## config.mk

```make
export PLATFORM = sky130hd
export DESIGN_NAME = dwa_scheduler_18
export DESIGN_NICKNAME = d
export VERILOG_FILES = /design/src/rtl/dwa_scheduler_18.sv
export SDC_FILE = /design/constraint.sdc
export NUM_CORES = 1
export LEC_CHECK = 0
export BUFFER_PORTS_ARGS = -buffer_cell sky130_fd_sc_hd__buf_2
export CAP_MARGIN = 20
export CORE_ASPECT_RATIO = 1.2
export CORE_MARGIN = 2
export CORE_UTILIZATION = 65
export DETAILED_ROUTE_END_ITERATION = 16
export GPL_ROUTABILITY_DRIVEN = 0
export PLACE_DENSITY = 0.91
export SETUP_SLACK_MARGIN = 0.4
export SKIP_LAST_GASP = 1
export SYNTH_ARGS = -nofsm -noshare
export SYNTH_HDL_FRONTEND = slang
export SYNTH_SLANG_ARGS = --single-unit
```

## constraint.sdc

```tcl
create_clock -name clk -period 5.95 [get_ports clk]
set_clock_uncertainty 0.2 [all_clocks]
set_input_delay 0.2975 -clock clk [delete_from_list [all_inputs] [get_ports clk]]
set_output_delay 0.2975 -clock clk [all_outputs]
set_load 0.02 [all_outputs]
```

## src/rtl/dwa_scheduler_18.sv

```systemverilog
// dwa_scheduler_18: 18-element unit selector, thermometer or data-weighted-averaging rotation
// Ports: clk, rst (sync, active-high); en/code_valid accept a sample; code_in = elements on (0..18);
//        mode 0 thermometer / 1 DWA; ptr_clr reloads pointer; sel_out (element k -> bit 17-k),
//        sel_valid pulse, ptr_out rotation pointer, ovr flags an out-of-range code. All outputs registered.
module dwa_scheduler_18 #(
  parameter int PTR_RST = 0
) (
  input  logic        clk,
  input  logic        rst,
  input  logic        en,
  input  logic        code_valid,
  input  logic [4:0]  code_in,
  input  logic        mode,
  input  logic        ptr_clr,
  output logic [17:0] sel_out,
  output logic        sel_valid,
  output logic [4:0]  ptr_out,
  output logic        ovr
);
  logic        acc, over;
  logic [4:0]  start, nxt;
  logic [5:0]  sum;
  logic [17:0] full, therm, rot;
  always_comb begin
    acc   = en & code_valid;
    over  = code_in > 5'd18;
    start = ptr_clr ? 5'(PTR_RST) : ptr_out;
    full  = '1;
    therm = ~(full >> code_in);
    rot   = 18'({therm, therm} >> start);
    sum   = {1'b0, start} + {1'b0, code_in};
    nxt   = 5'(sum >= 6'd18 ? sum - 6'd18 : sum);
  end
  always_ff @(posedge clk) begin
    if (rst) begin
      sel_out   <= '0;
      sel_valid <= 1'b0;
      ovr       <= 1'b0;
      ptr_out   <= 5'(PTR_RST);
    end else begin
      sel_valid <= acc;
      ovr       <= acc & over;
      if (acc) sel_out <= over ? '0 : mode ? rot : therm;
      ptr_out <= (acc & mode & ~over) ? nxt : start;
    end
  end
endmodule

```

---- Word-level counts from Yosys, hierarchy flattened ----
Cells that the tools add are included.
storage, ports and cells
  bits in latches ......................... 0
  flip-flop bits (word level) ............. 25
  bits in writable memories ............... 0
  memories kept ........................... 0
  output and inout port bits .............. 25
  bits of input ports ..................... 11
  memory bits (read-only) ................. 0
  logic and storage cells ................. 21
operators by class
  shift-type cells ........................ 2
  equality and inequality tests ........... 0
  add/subtract/negate cells ............... 2
  multiply operators ...................... 0
  magnitude comparators ................... 2
  bitwise gates (word level) .............. 6
  divide/modulo/power cells ............... 0
  reductions and logical operators ........ 0
  muxes and demuxes ....................... 5
operators by type and width
  operator                                               number
  2-to-1 mux 18 bit                                      2
  >> shifter 36 x 5 -> 18 bit                            1
  inverter 18 bit                                        1
  >> shifter 18 x 5 -> 18 bit (first input constant)     1
  2-to-1 mux 5 bit                                       3
  adder 5 x 5 -> 6 bit                                   1
  >= comparator 6 x 5 -> 1 bit (second input constant)   1
  greater-than comparator 5 bit (second input constant)  1
  subtractor 5 bit (second input constant)               1
  AND 1 bit                                              4
  inverter 1 bit                                         1

---- Longest topological paths before layout ----
  depth after elaboration ................. 5
  mapped depth ............................ 11
  mapped depth without buffers ............ 10

---- Worst setup path before layout ----
OpenSTA, ideal clock, no wires.
  kind .................................... flip-flop to flip-flop
  from .................................... register ptr_out[0]
  to ...................................... register ptr_out[2]
  stages on the path, launching flop included .. 11
  data arrival time ....................... 2.731 ns
  setup time .............................. 0.122 ns
  path slack .............................. 2.897 ns
  clock period less this slack ............ 3.053 ns
  buffers on the path ..................... 1
  required time ........................... 5.628 ns
  cells stage by stage .................... dfxtp_1 > nand2b_1 > clkbuf_1 > inv_1 > ha_1 > ha_1 > or4_4 > a211oi_2 > o211ai_2 > a21o_1 > a221o_1
between the ends
  cells in the longest elaborated chain, start to end .. 5
  elaborated cells between the ends (all ways) .. 6
  those cells by class .................... add/sub: 2; order compare: 1; mux: 3
RTL lines
  element                                                                  RTL line  text
  from (decl)                                                              17        output logic [4:0] ptr_out,
  from (signal assigned)                                                   39        ptr_out <= 5'(PTR_RST);
  from (signal assigned)                                                   44        ptr_out <= (acc & mode & ~over) ? nxt : start;
  2-to-1 mux 5 bit (*)                                                     27        start = ptr_clr ? 5'(PTR_RST) : ptr_out;
  adder 5 x 5 -> 6 bit (*)                                                 31        sum = {1'b0, start} + {1'b0, code_in};
  subtractor 5 bit / >= comparator 6 x 5 -> 1 bit (equally long branches)  32        nxt = 5'(sum >= 6'd18 ? sum - 6'd18 : sum);
  2-to-1 mux 5 bit (*)                                                     32
  2-to-1 mux 5 bit (*)                                                     44
Every way passes the cells marked *; elsewhere a longest branch is shown, timed or not.
A chain may end at the register's enable or synchronous reset.

---- Worst setup path in the final report ----
  from .................................... register ptr_out[1]
  to ...................................... register ptr_out[2]
The elaborated chain is that of the path after synthesis.

==> impl_metrics.yaml <==
sta:
  hold_viol: 0
  worst_slack_ns: 2.31
  tightest_slew_ns: 1.02
  slew_violations: 0
  fmax_ghz: 0.275
  fin_tns_setup_ns: 0
  setup_viol: 0
  maxSlewHeadroom: 0.319
  finalCriticalPeriod_ns: 3.64
  rsz0062_at_grt: "no"
  whs_ns: 0.241
  finalCritPeriodShare: 0.612
placed_design:
  dp.final_hpwl_mm: 8.08
  portBuffers: 35
  placed_cell_area_um2: 3260
  placed_cells: 529
  dp_slack_ns: 2.40
layout:
  drive_above_1_share: 0.137
  fin_nets: 489
  area_growth_syn_to_layout_pct: 2.96
  postLayoutCoreUtil: 0.685
  final_cell_count_no_fill: 533
  regArea_um2: 500
  final_area_um2: 3310
  n_fill_cell: 425
  antenna_cells: 0
  multi_input_area_um2: 2440
synth:
  synth_top_flop_cell: "dfxtp_1"
  synth.area.top_cells: "dfxtp_1, a21oi_1, nand2_1, nor2_1, a211oi_1"
  synth_area_per_cell_um2: 6.81
  yosysWarnings: 0
  synth_cell_type_count: 74
  yosysTopAreaCellShare: 0.156
  yosysTopAreaCell: "dfxtp_1"
  synth_edf_count: 0
  synth_area_um2: 3210
  yosysSeqAreaShare: 0.156
  synthArstFlopShare: 0
  syn-num-nets: 487
  ys_seq_elements: 25
  netlist_instances: 472
global_route:
  grt_usage: 0.435
  grt_max_degree: 41
  antenna_found_initial: 0
  first_global_vias: 3758
  grt_pass1_wl_mm: 18.6
  grt_overflow: 0
clocking:
  clock_latency_ns: 0.29
  cts_buffers: 3
  cts_sinks: 25
  postCtsSetupRepairBufs: 0
  h-tree-depth: 1
  cts_tree: "yes"
  postCtsHoldBufs: 0
  clk_path_buf_depth: 2
  ctsResizeCount: 0
  clockRootBuffer: "clkbuf_8"
  clkTransAtPathRegs_ns: 0.11
power:
  p_per_area_nw_per_um2: 139
  total_power_mw: 0.459
  leakage_nw: 1.24
  ir_drop_uv: 99.7
min_path:
  hold_path.class: "in -> reg"
route:
  vias_per_cell: 7.81
  drtIter0Drc: 893
  wl_per_cell_um: 22.0
  postRouteWirelength_mm: 11.7
  via_count: 4163
  drt_drc_violations_left: 0
  first_pass_iters: 8
  antenna_left: 0
run:
  max_cap_viol_count: 0
critical_path:
  slowest_stage: "dfxtp_1"
  cp_data_required_time_ns: 5.94
  cp-end-kind: "flop"
  arrival_ns: 3.63
  cp_num_buf_inv: 0
  critPathKind: "reg -> reg"
  crit_path_cell_trace: "nand2b_1, xnor2_1, ha_1, or4_4, a211oi_2, o211ai_2, a21o_1, a221o_1"
  path_delay_family: "simple AND/OR/NAND/NOR gates"
  crit_fanout: 23
  max_stage_delay_ns: 0.78
  crit_path_start_kind: "flop"
floorplan:
  die_w_um: 68.2
  ios: 36
  initial_utilization: 0.665
  die_area_um2: 5530
  rows: 28
  core-area_um2: 4830
  die_h_um: 81.0
run_status:
  status: "finished, final reports clean"
cell usage after synthesis, drive strengths merged (6+ instances only):
cell type	count
clkbuf	17
a22oi	7
a21oi	47
nand2	55
inv	12
a211oi	18
o31ai	11
nand3	17
buf	24
o211ai	6
nor4	7
a221oi	10
dfxtp	25
nor3	17
nand2b	9
o21ai	25
nor2	49
a31oi	12
placed cells by master, fill, tap and decap left out, types with 15 or more instances in the layout:
cell type  instances
nand3_1           17
dfxtp_1           25
nand2_1           54
nor3_1            15
o21ai_0           20
a21oi_1           46
buf_2             35
a211oi_1          15
nor2_1            49
worst reg2reg max path: stages (launching register included):
cell and delay (ns):
dfxtp_1 0.78, nand2b_1 0.55, xnor2_1 0.26, ha_1 0.27
or4_4 0.51, a211oi_2 0.26, o211ai_2 0.18, a21o_1 0.22
a221o_1 0.30
per-layer routing:
layer  vias to the layer above  share of wire  GRT usage  routed length (um)
met1                      1788           0.34      0.512                3990
li1                       1823              -          -                   -
met4                         0          0.096      0.334                1120
met5                         -              0          0                   0
met3                       142           0.14      0.140                1680
met2                       410           0.42      0.644                4930
flip-flops by register name (all words and copies together), names as in the netlist:
signal and cells:
ovr 1, ptr_out 5, sel_out 18, sel_valid 1
path summary, 6_finish.rpt:
check / startpoint / slack (ns) / to / cells after the start
max: ptr_out[1] / 2.31 / ptr_out[2] / 8
min: code_valid / 0.24 / sel_out[2] / 4
max reg2reg: ptr_out[1] / 2.31 / ptr_out[2] / 8
min reg2reg: sel_out[9] / 0.27 / sel_out[9] / 2
logic make-up (layout without fill, tap and decap cells):
family | after synthesis | in the layout | share of synthesized area
muxes | 4 | 4 | 0.0125
xor gates and xnor gates | 4 | 4 | 0.0109
DFF | 25 | 25 | 0.156
buffers and inverters | 53 | 54 | 0.0837
and+or+nand+nor | 191 | 191 | 0.294
AOI/OAI and AO/OA | 191 | 191 | 0.428
adders and majority gates | 4 | 4 | 0.0156
area by class of cell:
cell class	instances	share of cell area
Inverter	12	0.0136
Clock inverter	1	0.00151
Tap cell	60	0.0227
Clock buffer	3	0.0125
Sequential cell	25	0.151
Timing Repair Buffer	38	0.0597
Multi-Input combinational cell	394	0.739
report_power, final:
| part | internal (mW) | switching (mW) | leakage (nW) | total, mW |
|---|---|---|---|---|
| Sequential | 0.175 | 0.00708 | 0.204 | 0.182 |
| Combinational | 0.0503 | 0.114 | 1.01 | 0.164 |
| Clock | 0.0472 | 0.0660 | 0.0255 | 0.113 |
| Total | 0.272 | 0.187 | 1.24 | 0.459 |
(Power assumes the default switching activity.)
